===== src/rtl/i2c_arb_pkg.sv =====
// Shared types and widths for the two-requester I2C transaction arbiter.
package i2c_arb_pkg;

  localparam int unsigned NUM_REQ = 2;
  localparam int unsigned DEV_W   = 7;
  localparam int unsigned REG_W   = 8;
  localparam int unsigned DATA_W  = 8;

  typedef enum logic [1:0] {
    ST_IDLE  = 2'd0,
    ST_ISSUE = 2'd1,
    ST_WAIT  = 2'd2,
    ST_RESP  = 2'd3
  } state_e;

endpackage


===== src/rtl/rr_arb2.sv =====
// Two-way round-robin selector; remembers the last granted requester.
module rr_arb2
  import i2c_arb_pkg::*;
(
  input  logic               sys_clk,
  input  logic               rst,
  input  logic [NUM_REQ-1:0] i_req,
  input  logic               i_upd,
  input  logic               i_upd_idx,
  output logic [NUM_REQ-1:0] o_sel_c,
  output logic               o_sel_idx_c,
  output logic               o_any_c
);

  logic r_last;

  // Pointer starts at 1 so requester 0 wins the first contest.
  always_ff @(posedge sys_clk) begin
    if (rst) begin
      r_last <= 1'b1;
    end else if (i_upd) begin
      r_last <= i_upd_idx;
    end
  end

  always_comb begin
    o_any_c     = |i_req;
    o_sel_idx_c = 1'b0;
    if (i_req == 2'b11) begin
      o_sel_idx_c = ~r_last;
    end else if (i_req[1]) begin
      o_sel_idx_c = 1'b1;
    end
    o_sel_c = 2'b00;
    if (o_any_c) begin
      o_sel_c = o_sel_idx_c ? 2'b10 : 2'b01;
    end
  end

endmodule


===== src/rtl/i2c_req_arbiter.sv =====
// Arbitrates two requesters onto one I2C engine: latch, issue, wait (with timeout), respond.
module i2c_req_arbiter
  import i2c_arb_pkg::*;
#(
  parameter int unsigned TIMEOUT_CYCLES = 120000
) (
  input  logic                       sys_clk,
  input  logic                       rst,
  input  logic [NUM_REQ-1:0]         req,
  input  logic [NUM_REQ-1:0]         rw,
  input  logic [NUM_REQ*DEV_W-1:0]   dev_addr,
  input  logic [NUM_REQ*REG_W-1:0]   reg_addr,
  input  logic [NUM_REQ*DATA_W-1:0]  wdata,
  output logic [NUM_REQ-1:0]         gnt,
  output logic [NUM_REQ-1:0]         done,
  output logic [DATA_W-1:0]          rdata,
  output logic                       err,
  output logic                       m_start,
  output logic                       m_rw,
  output logic [DEV_W-1:0]           m_dev_addr,
  output logic [REG_W-1:0]           m_reg_addr,
  output logic [DATA_W-1:0]          m_wdata,
  input  logic                       m_busy,
  input  logic                       m_done,
  input  logic [DATA_W-1:0]          m_rdata,
  input  logic                       m_ack_err
);

  localparam int unsigned CNT_W = (TIMEOUT_CYCLES > 1) ? $clog2(TIMEOUT_CYCLES) : 1;
  localparam logic [CNT_W-1:0] CNT_LAST = CNT_W'(TIMEOUT_CYCLES - 1);

  state_e              r_state, w_state_nxt;
  logic [NUM_REQ-1:0]  r_gnt, w_gnt_nxt;
  logic [NUM_REQ-1:0]  r_done, w_done_nxt;
  logic [DATA_W-1:0]   r_rdata, w_rdata_nxt;
  logic                r_err, w_err_nxt;
  logic                r_m_start, w_m_start_nxt;
  logic [CNT_W-1:0]    r_cnt, w_cnt_nxt;
  logic                r_gidx;
  logic                r_m_rw;
  logic [DEV_W-1:0]    r_m_dev;
  logic [REG_W-1:0]    r_m_reg;
  logic [DATA_W-1:0]   r_m_wdata;
  logic                w_latch, w_upd, w_timeout;
  logic [NUM_REQ-1:0]  w_sel;
  logic                w_sel_idx, w_any;
  logic                w_rw;
  logic [DEV_W-1:0]    w_dev;
  logic [REG_W-1:0]    w_reg;
  logic [DATA_W-1:0]   w_wdata;

  rr_arb2 u_rr (
    .sys_clk     (sys_clk),
    .rst         (rst),
    .i_req       (req),
    .i_upd       (w_upd),
    .i_upd_idx   (r_gidx),
    .o_sel_c     (w_sel),
    .o_sel_idx_c (w_sel_idx),
    .o_any_c     (w_any)
  );

  assign w_rw      = rw[w_sel_idx];
  assign w_dev     = w_sel_idx ? dev_addr[DEV_W +: DEV_W]   : dev_addr[0 +: DEV_W];
  assign w_reg     = w_sel_idx ? reg_addr[REG_W +: REG_W]   : reg_addr[0 +: REG_W];
  assign w_wdata   = w_sel_idx ? wdata[DATA_W +: DATA_W]    : wdata[0 +: DATA_W];
  assign w_timeout = (r_cnt == CNT_LAST);

  always_ff @(posedge sys_clk) begin
    if (rst) begin
      r_state <= ST_IDLE;
    end else begin
      r_state <= w_state_nxt;
    end
  end

  always_comb begin
    w_state_nxt = r_state;
    case (r_state)
      ST_IDLE:  if (w_any) w_state_nxt = ST_ISSUE;
      ST_ISSUE: if (!m_busy) w_state_nxt = ST_WAIT;
      ST_WAIT:  if (m_done || w_timeout) w_state_nxt = ST_RESP;
      ST_RESP:  w_state_nxt = ST_IDLE;
      default:  w_state_nxt = ST_IDLE;
    endcase
  end

  // Next values of the registered outputs; m_done has priority over timeout.
  always_comb begin
    w_gnt_nxt     = r_gnt;
    w_done_nxt    = '0;
    w_rdata_nxt   = r_rdata;
    w_err_nxt     = r_err;
    w_m_start_nxt = 1'b0;
    w_cnt_nxt     = r_cnt;
    w_latch       = 1'b0;
    w_upd         = 1'b0;
    case (r_state)
      ST_IDLE: begin
        if (w_any) begin
          w_gnt_nxt = w_sel;
          w_latch   = 1'b1;
        end
      end
      ST_ISSUE: begin
        if (!m_busy) begin
          w_m_start_nxt = 1'b1;
          w_cnt_nxt     = '0;
        end
      end
      ST_WAIT: begin
        if (m_done) begin
          w_rdata_nxt = m_rdata;
          w_err_nxt   = m_ack_err;
          w_done_nxt  = r_gnt;
        end else if (w_timeout) begin
          w_rdata_nxt = '0;
          w_err_nxt   = 1'b1;
          w_done_nxt  = r_gnt;
        end else begin
          w_cnt_nxt = r_cnt + CNT_W'(1);
        end
      end
      ST_RESP: begin
        w_gnt_nxt = '0;
        w_upd     = 1'b1;
      end
      default: ;
    endcase
  end

  always_ff @(posedge sys_clk) begin
    if (rst) begin
      r_gnt     <= '0;
      r_done    <= '0;
      r_rdata   <= '0;
      r_err     <= 1'b0;
      r_m_start <= 1'b0;
      r_cnt     <= '0;
      r_gidx    <= 1'b0;
      r_m_rw    <= 1'b0;
      r_m_dev   <= '0;
      r_m_reg   <= '0;
      r_m_wdata <= '0;
    end else begin
      r_gnt     <= w_gnt_nxt;
      r_done    <= w_done_nxt;
      r_rdata   <= w_rdata_nxt;
      r_err     <= w_err_nxt;
      r_m_start <= w_m_start_nxt;
      r_cnt     <= w_cnt_nxt;
      if (w_latch) begin
        r_gidx    <= w_sel_idx;
        r_m_rw    <= w_rw;
        r_m_dev   <= w_dev;
        r_m_reg   <= w_reg;
        r_m_wdata <= w_wdata;
      end
    end
  end

  assign gnt        = r_gnt;
  assign done       = r_done;
  assign rdata      = r_rdata;
  assign err        = r_err;
  assign m_start    = r_m_start;
  assign m_rw       = r_m_rw;
  assign m_dev_addr = r_m_dev;
  assign m_reg_addr = r_m_reg;
  assign m_wdata    = r_m_wdata;

endmodule


===== config.mk =====
export PLATFORM = sky130hd
export DESIGN_NAME = i2c_req_arbiter
export DESIGN_NICKNAME = d
export VERILOG_FILES = /design/src/rtl/i2c_arb_pkg.sv /design/src/rtl/rr_arb2.sv /design/src/rtl/i2c_req_arbiter.sv
export SDC_FILE = /design/constraint.sdc
export NUM_CORES = 1
export LEC_CHECK = 0
export CAP_MARGIN = 20
export CORE_MARGIN = 5
export CORE_UTILIZATION = 25
export DETAILED_ROUTE_END_ITERATION = 8
export GPL_TIMING_DRIVEN = 1
export PLACE_DENSITY = 0.58
export SLEW_MARGIN = 20
export SYNTH_ARGS = -nofsm -noshare
export SYNTH_HDL_FRONTEND = slang
export SYNTH_SLANG_ARGS = --single-unit

===== constraint.sdc =====
create_clock -name sys_clk -period 4.3 [get_ports sys_clk]
set_input_delay 0.43 -clock sys_clk [delete_from_list [all_inputs] [get_ports sys_clk]]
set_output_delay 0.43 -clock sys_clk [all_outputs]
set_load 0.02 [all_outputs]

# Word level (Yosys, flattened, before mapping)
# Cells that the tools add are included.
# word_totals
reg_bits,59
# op_classes
addsub,1
magnitude_cmp,1
n_eq_ne,10
muxes,28
bitwise,3
n_reduce_logical,12
# op_table
op,count
17-bit 2-to-1 mux,3
17-bit case mux with 2 select lines,1
8-bit 2-to-1 mux,4
"17-bit by 1-bit adder with 17-bit output, second input constant",1
"17-bit equality test, second input constant",1
2-bit 2-to-1 mux,7
1-bit 2-to-1 mux,10
"2-bit != test, second input constant",4
2-bit case mux with 4 select lines,1
7-bit 2-to-1 mux,1
"2-bit equality test, second input constant",3
2-bit nonzero test,3
2-bit OR reduction,3
2-bit case mux with 2 select lines,1
2-bit AND reduction,2
4-bit AND reduction,1
1-bit inverter,3
3-bit AND reduction,1
"2-bit by 1-bit equality test with 1-bit output, second input constant",1
2-bit logical NOT,1
"1-bit by 2-bit < comparator with 1-bit output, second input constant",1
"2-bit by 1-bit != test with 1-bit output, second input constant",1
1-bit logical OR,1

# Logic depth before layout (Yosys ltp)
# depth
word_depth,5
depth_mapped,8
ltp_nobuf,7

# By module
# A second synthesis with hierarchy kept.
# unflattened
hier_cells,321
area_unflattened_um2,2897.8
# modules_own_cells
mod,n_inst,cells_each,area_per_inst_um2,seq_area_each_um2
i2c_req_arbiter,1,312,2825.2,1161.1
rr_arb2,1,9,72.6,20.0

# Worst setup path after synthesis
# No wires, ideal clock.
# synth_path
path_kind,reg2reg
startpoint,register r_state[0]
endpoint,register r_cnt[16]
setup_time_ns,0.073
t_arrival_ns,1.866
required_ns,4.227
path_slack_ns,2.361
path_stages_with_launch,8
path_buffers,0
period_less_slack_ns,1.939
path_cell_list,dfxtp_1 -> inv_1 -> ha_1 -> a22o_2 -> nand4bb_1 -> a31o_2 -> or3_1 -> a21oi_1
# synth_between
elab_chain_cells,3
elab_cells_between_ends,8
# synth_lines
element,line,rtl
from (decl),i2c_req_arbiter.sv:32,"state_e r_state, w_state_nxt;"
from (signal assigned),i2c_req_arbiter.sv:73,r_state <= w_state_nxt;
2-bit equality test / 2-bit by 1-bit equality test with 1-bit output (equally long branches),i2c_req_arbiter.sv:98,case (r_state)
2-bit != test (no source line) / 2-bit nonzero test (equally long branches),-,
4-bit AND reduction (no source line),-,
to (signal assigned),i2c_req_arbiter.sv:151,r_cnt <= w_cnt_nxt;
to (decl),i2c_req_arbiter.sv:38,"logic [CNT_W-1:0] r_cnt, w_cnt_nxt;"
# Several ways; a longest one is shown, not always the timed one.
# A chain may end at the register's enable or synchronous reset.

# Worst setup path in the final report
# layout_path
startpoint,register r_state[0]
endpoint,register r_cnt[8]
# Same word-level chain as after synthesis.

==> flow_summary.toml <==
[logic_synthesis]
synth_edf_count = 0
yosys.area.top_type = "dfxtp_1"
netlist_top_cells_area = "dfxtp_1, mux2i_1, nor2_1"
synth-main-ff-cell = "dfxtp_1"
asyncSetResetFlopFracSynth_pct = 0
syn-num-nets = 376
synth_top_area_share_pct = 42.3
syn_area_per_cell_um2 = 9.06
netlist_area_um2 = 2790
ys_warn_count = 0
syn_inst = 308
ys_seq_area_share_pct = 42.3
yosys_register_bits = 59
ys_types = 57

[drt]
via_count = 2564
firstDrtPassIters = 4
ant_nets = 0
drc = 0
routed_wl_mm = 7.50
drt_iter0_markers = 66
wl_per_cell_um = 13.7
drt-vias-per-instance = 4.69

[timing]
slew_viol_final = 0
hold_viol_final = 0
finalCritPeriodShare_pct = 55.7
fmax_ghz = 0.418
rsz0062_at_grt = "false"
setup_viol = 0
tightest_slew_ps = 1050
fin_setup_tns_ps = 0
skew_ps = 13.6
relSlewSlack_pct = 29.6
finalCriticalPeriod_ps = 2390

[critical_path]
crit_slowest_cell = "a31oi_1"
cpPeakStageDelay_ps = 460
timing.rr.end = "r_cnt[8]$_SDFFE_PP0P_"
cp.arrival_ps = 2630
worst-path-max-fanout = 14
r2r.worst_path.cells = 7
path_buf_inv = 1
start_kind = "flop"
critPathKind = "reg -> reg"
reg2reg_slack_ps = 1910
r2r_start = "r_state[0]$_SDFFE_PP0P_"
cp.required_ps = 4540
cp_common_cell = "a31oi_1"
end_kind = "flop"
cp_cell_sequence = "inv_1, ha_1, a22o_2, nand4bb_1, a31oi_1, a31oi_1, a41o_2"
critPathTopFamily = "compound AO/OA/AOI/OAI gates"

[global_routing]
overflow = 0
grt_util_met2_pct = 16.9
antenna_found_initial = 0
grt_start_max_net_pins = 50
use_met3_pct = 5.80
grt_pass1_vias = 2588
grt_usage_pct = 11.7
grt_pass1_wl_mm = 12.3
busiest_layer = "met2"
grt_util_met1_pct = 14.3

[clock_network]
cts_hold_buf = 0
clock_latency_ps = 350
path_clk_slew_ps = 70
cts.sinks = 59
post-cts-setup-buffer-count = 0
numCtsBuffers = 9
htreeDepth = 3
cts_tree = "done"
clk_path_buf_depth = 2
cts-resized-gates = 0
root_buffer = "clkbuf_8"

[place]
place_inst = 533
gp_congestion = 0.843
place_hpwl_mm = 5.59
placed_area_um2 = 3910
portBuffers = 100

[min_path]
holdPathEnd = "err$_SDFFE_PP0P_"
hold_depth = 2
hold_path.class = "reg -> reg"
hp-start = "err$_SDFFE_PP0P_"

[floorplanning]
start_util_pct = 25.6
die_w_um = 116
die_area_um2 = 13400
placementRows = 38
die_y_um = 116
core_um2 = 10900
io_pins = 101

[finish]
finish.utilization_pct = 37.7
fillers = 1066
antenna_cells = 0
postLayoutCellArea_um2 = 4110
multi_input_area_um2 = 1510
finalNetCount = 472
seqCellArea_um2 = 1180
drive_gt1_share_pct = 6.63
area_growth_syn_to_layout_pct = 47.1
stdcell_count = 547

[power]
max-vdd-ir-drop_v = 0.000200
p_per_area_nw_per_um2 = 518
leakagePower_nw = 1.46

[outcome]
status = "finished, final reports clean"

[flow_run]
cap_violations = 0
-- worst max path at each step --
stage                        endpoint  cells past startpoint                     from
4_1_cts         r_cnt[8]$_SDFFE_PP0P_                      7  r_state[0]$_SDFFE_PP0P_
3_5_place_dp   r_cnt[15]$_SDFFE_PP0P_                      6                   m_done
5_1_grt        r_cnt[13]$_SDFFE_PP0P_                      7  r_state[0]$_SDFFE_PP0P_
6_report        r_cnt[8]$_SDFFE_PP0P_                      7  r_state[0]$_SDFFE_PP0P_
3_3_place_gp    r_cnt[8]$_SDFFE_PP0P_                      6                   m_done
2_1_floorplan  r_cnt[16]$_SDFFE_PP0P_                      7  r_state[0]$_SDFFE_PP0P_
-- state kept, by name, indices dropped and copies added, names as in the netlist, 2 cells and up --
name,cells
m_reg_addr,8
m_wdata,8
done,2
gnt,2
m_dev_addr,7
r_state,2
rdata,8
r_cnt,17
-- cells in the final DEF (no fill, tap or decap), drive strengths merged, types with 5 or more instances in the layout --
cell type        n
ha               5
mux2i           27
a21oi           10
nand4            7
a22oi            9
nor2            53
clkbuf          11
clkdlybuf4s50  100
o21ai            8
a211oi          25
nand2           19
dfxtp           59
inv              9
-- report_power, final --
| group | switching, mW | internal, mW |
|---|---|---|
| logic | 0.475 | 0.390 |
| clock network | 0.214 | 0.319 |
| registers | 0.0655 | 0.663 |
-- metrics by stage --
step / worst slack [ps] / power, mW / hold slack, ps
2_1_floorplan: 2360 / 1.26 / 445
3_3_place_gp: 1870 / 1.61 / 456
3_5_place_dp: 1870 / 1.61 / 465
4_1_cts: 1930 / 2.16 / 475
5_1_grt: 1700 / 2.27 / 510
6_report: 1910 / 2.13 / 468
-- worst reg2reg max path, stage by stage, from the launching register on --
cell       delay (ps)
dfxtp_1           380
inv_1              80
ha_1              360
a22o_2            330
nand4bb_1         290
a31oi_1           460
a31oi_1           150
a41o_2            240
-- kinds of logic (layout without fill, tap and decap cells) --
group	Yosys count	count (layout)	synth area share, %
AOI/OAI and AO/OA	72	72	18.4
xor gates and xnor gates	3	3	0.942
adders and majority gates	5	5	2.24
buffers and inverters	25	124	4.22
DFF	59	59	42.3
muxes	27	27	9.69
and+or+nand+nor	117	117	22.2
-- layout make-up --
| type | instances | share of cell area (%) |
|---|---|---|
| clock buffers | 11 | 3.20 |
| flip-flops and latches | 59 | 28.8 |
| inverters | 9 | 0.823 |
| well taps | 140 | 4.27 |
| repair buffers | 101 | 24.6 |
| multi-input cells | 224 | 36.8 |
| clock inverters | 3 | 1.58 |
-- synthesized netlist by cell type (3+ instances only) --
library cell	instances
nor2_1	53
nor3_1	3
dfxtp_1	59
nand2_1	19
a31o_2	3
nor3b_1	3
mux2i_1	27
inv_1	9
a211oi_1	25
clkbuf_1	10
ha_1	5
and4_1	3
nand4_1	7
buf_2	3
nand2b_1	3
a21oi_1	10
nand4bb_1	3
o21ai_0	6
a22oi_1	9
-- layer usage --
metal / wire (um) / share of wire, % / up-vias
met5: 0 / 0 / -
met4: 191 / 2.5 / 0
met3: 735 / 9.8 / 14
met2: 3190 / 42 / 83
met1: 3390 / 45 / 1146
li1: - / - / 1321
(Power assumes the default switching activity.)
